$ cat config.mk
export PLATFORM = sky130hd
export DESIGN_NAME = pipe_stage_reg
export DESIGN_NICKNAME = d
export VERILOG_FILES = /design/src/rtl/pipe_stage_reg.sv
export SDC_FILE = /design/constraint.sdc
export NUM_CORES = 1
export LEC_CHECK = 0
export CAP_MARGIN = 15
export CORE_AREA = 2 2 147 149
export DETAILED_ROUTE_END_ITERATION = 6
export DIE_AREA = 0 0 149 151
export GPL_ROUTABILITY_DRIVEN = 0
export HOLD_SLACK_MARGIN = 0.1
export PLACE_DENSITY = 0.7
export SKIP_CTS_REPAIR_TIMING = 1
export SLEW_MARGIN = 20
export SYNTH_ARGS = -nofsm -noshare
export SYNTH_HDL_FRONTEND = slang
export SYNTH_SLANG_ARGS = --single-unit
export TNS_END_PERCENT = 20
$ cat constraint.sdc
create_clock -name clk -period 2.6 [get_ports clk]
set_input_delay 0.39 -clock clk [delete_from_list [all_inputs] [get_ports clk]]
set_output_delay 0.39 -clock clk [all_outputs]
set_load 0.005 [all_outputs]
$ cat src/rtl/pipe_stage_reg.sv
// Inter-stage pipeline register for the five-stage MIPS core (E/M and M/W boundaries).
// Carries valid, Tnew countdown, first-wins exception code, delay-slot flag and a stall counter.
module pipe_stage_reg #(
   parameter int unsigned         ADDR_W   = 5,
   parameter int unsigned         DATA_W   = 32,
   parameter int unsigned         TNEW_W   = 2,
   parameter int unsigned         EXC_W    = 5,
   parameter int unsigned         CNT_W    = 16,
   parameter logic [DATA_W-1:0]   RESET_PC = 32'h0000_3000
) (
   input  logic                clk,
   input  logic                reset,
   input  logic                stall_i,
   input  logic                flush_i,
   input  logic                valid_i,
   input  logic [DATA_W-1:0]   pc_i,
   input  logic [DATA_W-1:0]   instr_i,
   input  logic [ADDR_W-1:0]   wb_addr_i,
   input  logic [DATA_W-1:0]   wb_data_i,
   input  logic [DATA_W-1:0]   alu_i,
   input  logic [DATA_W-1:0]   rs2_i,
   input  logic [TNEW_W-1:0]   tnew_i,
   input  logic [EXC_W-1:0]    exc_i,
   input  logic [EXC_W-1:0]    exc_new_i,
   input  logic                bd_i,
   output logic                valid_o,
   output logic [DATA_W-1:0]   pc_o,
   output logic [DATA_W-1:0]   instr_o,
   output logic [DATA_W-1:0]   wb_data_o,
   output logic [DATA_W-1:0]   alu_o,
   output logic [DATA_W-1:0]   rs2_o,
   output logic [ADDR_W-1:0]   wb_addr_o,
   output logic [TNEW_W-1:0]   tnew_o,
   output logic [EXC_W-1:0]    exc_o,
   output logic                bd_o,
   output logic                fwd_ok_o,
   output logic [CNT_W-1:0]    stall_cnt_o
);

   localparam logic [CNT_W-1:0] CNT_MAX = '1;

   logic [TNEW_W-1:0] tnew_dec;
   logic [EXC_W-1:0]  exc_merged;

   // Tnew saturates at zero; the earlier stage's exception always takes precedence.
   always_comb begin
      tnew_dec   = (tnew_i == '0) ? '0 : tnew_i - TNEW_W'(1);
      exc_merged = (exc_i != '0) ? exc_i : exc_new_i;
   end

   always_ff @(posedge clk) begin
      if (reset) begin
         valid_o   <= 1'b0;
         pc_o      <= RESET_PC;
         instr_o   <= '0;
         wb_data_o <= '0;
         alu_o     <= '0;
         rs2_o     <= '0;
         wb_addr_o <= '0;
         tnew_o    <= '0;
         exc_o     <= '0;
         bd_o      <= 1'b0;
      end else if (flush_i) begin
         // Bubble keeps a meaningful macro-PC and delay-slot flag for exception-PC logic.
         valid_o   <= 1'b0;
         pc_o      <= valid_i ? pc_i : RESET_PC;
         instr_o   <= '0;
         wb_data_o <= '0;
         alu_o     <= '0;
         rs2_o     <= '0;
         wb_addr_o <= '0;
         tnew_o    <= '0;
         exc_o     <= '0;
         bd_o      <= bd_i;
      end else if (!stall_i) begin
         valid_o   <= valid_i;
         pc_o      <= pc_i;
         instr_o   <= instr_i;
         wb_data_o <= wb_data_i;
         alu_o     <= alu_i;
         rs2_o     <= rs2_i;
         wb_addr_o <= valid_i ? wb_addr_i : '0;
         tnew_o    <= valid_i ? tnew_dec : '0;
         exc_o     <= valid_i ? exc_merged : '0;
         bd_o      <= bd_i;
      end
   end

   // Counts every stalled cycle, flush or not, and sticks at all-ones.
   always_ff @(posedge clk) begin
      if (reset) begin
         stall_cnt_o <= '0;
      end else if (stall_i && (stall_cnt_o != CNT_MAX)) begin
         stall_cnt_o <= stall_cnt_o + CNT_W'(1);
      end
   end

   assign fwd_ok_o = valid_o && (tnew_o == '0) && (wb_addr_o != '0);

endmodule

Word level (Yosys, flattened, before mapping)
Cells that the tools add are included.
W data, S select, Z words.
{"block": "totals", "wordCells": 33, "mem_count": 0, "mem_bits_rw": 0, "latch_bits": 0, "input_bits": 183, "mem_bits_ro": 0, "regBits": 190, "out_inout_bits": 191}
{"block": "op_classes", "order_cmp": 0, "reduce_logical": 8, "div": 0, "n_mux": 10, "addsub": 2, "shifts": 0, "n_mul": 0, "n_bitwise": 0, "n_eq_ne": 2}
{"op": "$mux W32", "count": 3}
{"op": "$add A16 B1 Y16 const B", "count": 1}
{"op": "$ne A16 B16 Y1 const B", "count": 1}
{"op": "$mux W5", "count": 3}
{"op": "$reduce_bool A5 Y1", "count": 2}
{"op": "$logic_not A2 Y1", "count": 2}
{"op": "$mux W2", "count": 2}
{"op": "$logic_and A1 B1 Y1", "count": 3}
{"op": "$mux W1", "count": 2}
{"op": "$ne A2 B1 Y1 const B", "count": 1}
{"op": "$reduce_or A2 Y1", "count": 1}
{"op": "$sub A2 B1 Y2 const B", "count": 1}

Longest topological paths before layout
Gate-level depths: netlist (run 1).
{"block": "logic_depth", "ltp_word": 3, "ltp_mapped": 6, "mapped_depth_nobuf": 5}

Least setup slack after synthesis (run 1)
No wires, ideal clock.
{"block": "synth_path", "kind": "register -> register", "startpoint": "reg stall_cnt_o[0]", "endpoint": "reg stall_cnt_o[1]", "setup_slack_ns": 0.904, "path_stages_with_launch": 6, "t_required_ns": 2.472, "setup_ns": 0.128, "arrival_time_ns": 1.568, "cell_sequence": "dfxtp_1 ha_1 nand3_1 o41ai_4 mux2i_1 nor2_1"}
{"block": "synth_via", "elab_chain_cells": 2, "elab_cells_between_ends": 3}
{"element": "from (decl)", "line_no": "37", "source": "output logic [CNT_W-1:0] stall_cnt_o"}
{"element": "from (signal assigned)", "line_no": "94", "source": "stall_cnt_o <= stall_cnt_o + CNT_W'(1);"}
{"element": "parallel branches: the longest is 2 deep, another holds $add A16 B1 Y16"}
Several ways; the timed one is not identified.
A chain may end at the register's enable or synchronous reset.

Final worst setup path (run 1)
{"block": "layout_path", "startpoint": "reg wb_addr_o[0]", "endpoint": "out fwd_ok_o"}
{"block": "layout_via", "elab_chain_cells": 2}
{"element": "from (decl)", "line_no": "32", "source": "output logic [ADDR_W-1:0] wb_addr_o,"}
{"element": "from (signal assigned)", "line_no": "82", "source": "wb_addr_o <= valid_i ? wb_addr_i : '0;"}
{"element": "$reduce_bool A5 Y1", "line_no": "98", "source": "assign fwd_ok_o = valid_o && (tnew_o == '0) && (wb_addr_o != '0);"}
{"element": "$logic_and A1 B1 Y1", "line_no": "98"}
{"element": "to (decl)", "line_no": "36", "source": "output logic fwd_ok_o,"}
Every way passes these cells.

==> run summary, run 1 <==
Starting Density -> 32.8%
Setup violations, final -> 0
Synth Area per Inst -> 10.2 um2
Worst Path Required -> 2.21 ns
WP buf/inv -> 1
Clk pin slew, worst setup/hold paths -> 0.07 ns
Die Wd -> 149 um
Type of the tightest min-delay check -> flip-flop to flip-flop
PortBufs -> 373
Global-route wire length before repair -> 32400 um
Unrepaired setup endpoints after global routing -> no
Global route total overflow -> 0
Cell Area, Synth -> 6830 um2
Setup TNS -> 0 ns
Final non-filler cell total -> 1318
Crit-path max cell delay -> 0.53 ns
Routed wire length -> 21600 um
FF+latch count, synth -> 190
Core area -> 20800 um2
Clk Latency, worst-skew pair -> 0.42 ns
Stages on the worst setup path -> 4
Critical path, cell by cell -> or4_1, nor2_1, nor4b_1, clkdlybuf4s50_1
FILL cells -> 1859
Pleak -> 0.00456 uW
Pre-antenna DRT Iters -> 5
Clk Tree Root Cell -> clkbuf_16
Internal reg-to-reg setup slack -> 0.69 ns
Worst-case reg-to-reg path depth -> 5
RR Endpoint -> stall_cnt_o[1]$_SDFFE_PP0P_
Skew final -> 0.0112 ns
Peak Freq -> 433 MHz
Vias in the first global route -> 5973
Post-synthesis async set-or-reset flop share -> 0%
Number of synthesized flops with an enable pin -> 0
Routed Antenna Nets -> 0
Most frequent cells in the layout -> 372 x clkdlybuf4s50_1, 190 x dfxtp_1, 147 x nor2_1
Crit Path Max Fanout -> 3
Largest net degree at the start of global routing -> 89
Height of the chip -> 151 um
Initial DRC Count -> 229
Worst setup startpoint -> wb_addr_o[0]$_SDFFE_PP0N_
Synthesized instance count -> 672
Rows -> 53
Final instance area -> 11400 um2
# IOs -> 374
Layout cells sized above 1 -> 4.70%
CTS tree -> yes
DRC viols -> 0
Initial antenna violation count -> 0
Clock power frac -> 40.0%
Ys flop type -> dfxtp_1
Final #Nets -> 1214
Worst slew margin -> 45.5%
Vias per inst -> 4.61
DP Area -> 10800 um2
DIE AREA -> 22500 um2
Final HPWL DP -> 16000 um
Number of diodes -> 0
Placed instance count -> 1286
WL per Instance -> 16.4 um
Syn nets -> 856
PD cells -> 571 nW/um2
Sequential share of power -> 47.0%
Max-cap violations -> 0
Startpoint types -> flip-flop
Via count -> 6082
Peak VDD IR -> 402 uV
Synthesis-to-layout area growth -> 67.2%
CP endpoint kind -> output port
Tcrit/Tclk final -> 88.8%
Worst slew pin tran -> 0.817 ns
CTS Buf Count -> 17
Clock tree sinks -> 190
GR Util All Layers -> 18.5%
H-tree levels -> 4
Final hold vios -> 0
Worst r2r src -> stall_cnt_o[0]$_SDFFE_PP0P_
Net Sw Frac -> 24.1%
Final Max Tran Viols -> 0
Internal power -> 4950 uW
Synth Warn # -> 0
Slowest CP cell -> or4_1
Net Switching -> 1570 uW
Period minus WS final -> 2.31 ns
Synth cell types -> 40
Commonest non-fill, non-tap cell in the layout -> clkdlybuf4s50_1
Seq/Total Area, Yosys -> 55.7%
Cell family with the largest share of critical-path delay -> simple AND/OR/NAND/NOR gates
Critical path class -> flip-flop to output port
Comb power frac -> 12.9%
CP endpoint -> fwd_ok_o
Clk buf depth -> 2
Critical Path AT -> 1.92 ns
Run status -> finished clean
==> per-stage QoR <==
step / utilization [%] / power (uW) / worst slack [ns] / hold WS [ns]
after detailed placement: 52.0 / 3980 / 0.505 / 0.442
after CTS: 54.9 / 6620 / 0.260 / 0.452
after global placement: 52.0 / 3970 / 0.552 / 0.435
after floorplan: - / 3420 / 0.904 / 0.444
after global routing: 54.9 / 6800 / 0.191 / 0.468
final: 54.9 / 6520 / 0.290 / 0.447
==> worst min-delay path by stage <==
stage / startpoint / end / slack [ns] / cells after the start
2_1_floorplan: exc_o[4]$_SDFFE_PP0N_ / exc_o[4]$_SDFFE_PP0N_ / 0.44 / 2
3_3_place_gp: exc_o[2]$_SDFFE_PP0N_ / exc_o[2]$_SDFFE_PP0N_ / 0.44 / 2
3_5_place_dp: exc_o[4]$_SDFFE_PP0N_ / exc_o[4]$_SDFFE_PP0N_ / 0.44 / 2
4_1_cts: exc_o[4]$_SDFFE_PP0N_ / exc_o[4]$_SDFFE_PP0N_ / 0.45 / 2
5_1_grt: pc_o[7]$_SDFFE_PP0P_ / pc_o[7]$_SDFFE_PP0P_ / 0.47 / 2
6_report: exc_o[4]$_SDFFE_PP0N_ / exc_o[4]$_SDFFE_PP0N_ / 0.45 / 2
==> Yosys cell counts (all sizes together) (3+ instances only) <==
cell type	count	area, um2
nand4	5	43.8
nand3b	4	30.0
nand3	7	47.6
or3	5	31.3
buf	22	111
nand2	38	143
mux2i	130	1300
nor2	148	558
or4	4	30.0
nor3	6	30.0
clkbuf	20	75.1
dfxtp	190	3800
a21oi	31	155
a22o	19	166
and4	3	26.3
inv	3	11.3
o31ai	3	22.5
o21ai	13	65.1
a22oi	5	37.5
==> power groups by stage <==
stage	combinational, uW	sequential [uW]	clock (uW)
after floorplan	285	3140	0
after global placement	843	3130	0
after detailed placement	846	3140	0
after CTS	852	3070	2700
after global routing	912	3080	2810
final	842	3070	2610
==> logic make-up after synthesis <==
family | synth area share (%)
muxes | 19.0
DFF | 55.7
AOI/OAI and AO/OA | 7.42
and+or+nand+nor | 14.7
adders and majority gates | 0.183
xor gates and xnor gates | 0.128
buffers and inverters | 2.89
==> state kept, by name (all words and copies together), names as in the netlist <==
signal and flops:
bd_o 1, tnew_o 2, wb_data_o 32, instr_o 32
wb_addr_o 5, exc_o 5, alu_o 32, valid_o 1
pc_o 32, rs2_o 32, stall_cnt_o 16
==> tightest hold or removal path, delay by kind of cell (launching register included) <==
family | cells | cell delay (ns)
AND/OR/NAND/NOR | 1 | 0.05
AO/OA/AOI/OAI | 1 | 0.05
flip-flops | 1 | 0.31
==> final cells by class <==
type	count	area, um2	share of cell area [%]
inverters	3	11.3	0.0986
flip-flops and latches	190	3800	33.3
repair buffers	381	3840	33.7
clock inverters	14	145	1.27
well taps	275	344	3.01
clock buffers	18	439	3.84
multi-input cells	437	2830	24.8
==> metal layers <==
layer	wire [um]	global-route usage (%)
met4	450	6.81
met2	10500	31.2
met5	0	0
met1	8520	21.3
met3	2170	7.29
No activity file was read; power rests on OpenSTA's default activity.
==> run 2: changes to the inputs <==
CORE_AREA = not set   (was 2 2 147 149)
CORE_UTILIZATION = 31   (was not set)
DIE_AREA = not set   (was 0 0 149 151)
PLACE_DENSITY = 0.63   (was 0.7)
==> run summary, run 2 (synthesis gave the netlist of run 1 again) <==
Vias per inst -> 4.55 (was 4.61)
Core area -> 21300 um2 (was 20800 um2)
Peak VDD IR -> 402 uV (about the same)
Clk buf depth -> 2 (unchanged)
Run status -> finished clean (unchanged)
Most frequent cells in the layout -> 372 x clkdlybuf4s50_1, 190 x dfxtp_1, 147 x nor2_1 (unchanged)
Via count -> 6006 (was 6082)
Pleak -> 0.00456 uW (about the same)
Critical path, cell by cell -> or4_1, nor2_1, nor4b_1, clkdlybuf4s50_1 (unchanged)
Clk pin slew, worst setup/hold paths -> 0.07 ns (about the same)
# IOs -> 374 (unchanged)
Pre-antenna DRT Iters -> 4 (was 5)
RR Endpoint -> stall_cnt_o[1]$_SDFFE_PP0P_ (unchanged)
Type of the tightest min-delay check -> flip-flop to flip-flop (unchanged)
Critical Path AT -> 1.97 ns (was 1.92 ns)
GR Util All Layers -> 18.2% (was 18.5%)
Largest net degree at the start of global routing -> 74 (was 89)
Setup TNS -> 0 ns (unchanged)
Vias in the first global route -> 5678 (was 5973)
Global route total overflow -> 0 (unchanged)
Routed wire length -> 21600 um (about the same)
CTS Buf Count -> 17 (unchanged)
PD cells -> 566 nW/um2 (was 571 nW/um2)
Worst r2r src -> stall_cnt_o[0]$_SDFFE_PP0P_ (unchanged)
Worst slew pin tran -> 0.575 ns (was 0.817 ns)
PortBufs -> 373 (unchanged)
Final Max Tran Viols -> 0 (unchanged)
Initial antenna violation count -> 0 (unchanged)
CTS tree -> yes (unchanged)
Skew final -> 0.00941 ns (was 0.0112 ns)
CP endpoint kind -> output port (unchanged)
Hold EP -> pc_o[7]$_SDFFE_PP0P_ (was exc_o[4]$_SDFFE_PP0N_)
Setup violations, final -> 0 (unchanged)
Tcrit/Tclk final -> 90.8% (was 88.8%)
Rows -> 53 (unchanged)
Unrepaired setup endpoints after global routing -> no (unchanged)
Internal reg-to-reg setup slack -> 0.64 ns (was 0.69 ns)
Hold Crit Start -> pc_o[7]$_SDFFE_PP0P_ (was exc_o[4]$_SDFFE_PP0N_)
Period minus WS final -> 2.36 ns (was 2.31 ns)
Layout cells sized above 1 -> 4.79% (was 4.70%)
DRC viols -> 0 (unchanged)
FILL cells -> 1913 (was 1859)
Worst slew margin -> 61.6% (was 45.5%)
Final instance area -> 11400 um2 (about the same)
Clk Tree Root Cell -> clkbuf_16 (unchanged)
DIE AREA -> 22600 um2 (was 22500 um2)
Max-cap violations -> 0 (unchanged)
H-tree levels -> 4 (unchanged)
Cell family with the largest share of critical-path delay -> simple AND/OR/NAND/NOR gates (unchanged)
Final #Nets -> 1215 (was 1214)
Final hold vios -> 0 (unchanged)
DP Area -> 10800 um2 (about the same)
Critical path class -> flip-flop to output port (unchanged)
Slowest CP cell -> or4_1 (unchanged)
Die Wd -> 150 um (was 149 um)
Height of the chip -> 150 um (was 151 um)
Clock tree sinks -> 190 (unchanged)
Area of the multi-input gates -> 2830 um2 (unchanged)
Clk Latency, worst-skew pair -> 0.43 ns (was 0.42 ns)
Final HPWL DP -> 15700 um (was 16000 um)
WP buf/inv -> 1 (unchanged)
Synthesis-to-layout area growth -> 67.2% (about the same)
Global-route wire length before repair -> 31400 um (was 32400 um)
Hold depth -> 2 (unchanged)
Commonest non-fill, non-tap cell in the layout -> clkdlybuf4s50_1 (unchanged)
Worst-case reg-to-reg path depth -> 5 (unchanged)
Startpoint types -> flip-flop (unchanged)
Peak Freq -> 424 MHz (was 433 MHz)
Crit-path max cell delay -> 0.58 ns (was 0.53 ns)
Initial DRC Count -> 184 (was 229)
Starting Density -> 32.1% (was 32.8%)
Routed Antenna Nets -> 0 (unchanged)
Worst Path Required -> 2.21 ns (about the same)
Crit Path Max Fanout -> 3 (unchanged)
WL per Instance -> 16.3 um (was 16.4 um)
Register Area -> 3800 um2 (unchanged)
## run 2: cell types whose count changed in the layout (fill, tap and decap cells not counted), sizes merged
cell,delta
inv,-2
bufinv,-1
buf,+1
clkinv,+2
diode,+1
clkbuf,+1
## run 2: layer usage
metal | vias to the layer above | track usage, % | part of all wire (%)
met5 | - | 0 | 0
met4 | 0 | 6.87 | 1.5
met1 | 2713 | 20.2 | 40
met3 | 20 | 6.91 | 9.9
li1 | 3019 | - | -
met2 | 254 | 31.5 | 49
## run 2: where the power goes
part,internal [uW],switching [uW]
Combinational,549,296
Sequential,3010,54.5
Clock,1320,1230
Total,4880,1580
## run 2: worst register-to-register path, delay by kind of cell, from the launching register on
family / cells / cell delay (ns)
compound gates: 1 / 0.67
fa+ha+maj: 1 / 0.24
flops: 1 / 0.41
mux: 1 / 0.25
simple gates: 2 / 0.28
## run 2: metrics by stage
| stage | instances | worst slack, ns | total power (uW) | hold slack [ns] | util (%) |
|---|---|---|---|---|---|
| floorplan | 672 | 0.904 | 3420 | 0.444 | - |
| global placement | 1287 | 0.668 | 3980 | 0.434 | 50.9 |
| detailed placement | 1287 | 0.644 | 3990 | 0.445 | 50.9 |
| CTS | 1319 | 0.227 | 6550 | 0.456 | 53.7 |
| global route | 1319 | 0.164 | 6730 | 0.474 | 53.7 |
| finish | 1320 | 0.239 | 6460 | 0.450 | 53.7 |
## run 2: worst max path at each step
stage                                      startpoint                     endpoint  slack [ns]  depth (start not counted)
after floorplan           stall_cnt_o[0]$_SDFFE_PP0P_  stall_cnt_o[1]$_SDFFE_PP0P_        0.90                          5
after global placement    stall_cnt_o[0]$_SDFFE_PP0P_  stall_cnt_o[1]$_SDFFE_PP0P_        0.67                          5
after detailed placement                     exc_i[0]        exc_o[2]$_SDFFE_PP0N_        0.64                          5
after CTS                   wb_addr_o[0]$_SDFFE_PP0N_                     fwd_ok_o        0.23                          4
after global routing        wb_addr_o[0]$_SDFFE_PP0N_                     fwd_ok_o        0.16                          4
final                       wb_addr_o[0]$_SDFFE_PP0N_                     fwd_ok_o        0.24                          4
## run 2: cell type report
| cell class | count | share of cell area [%] |
|---|---|---|
| repair buffers | 382 | 33.7 |
| flip-flops and latches | 190 | 33.3 |
| multi-input cells | 437 | 24.8 |
| clock buffers | 19 | 3.96 |
| well taps | 275 | 3.01 |
| clock inverters | 13 | 1.08 |
| inverters | 3 | 0.0986 |
| diodes | 1 | 0.0219 |
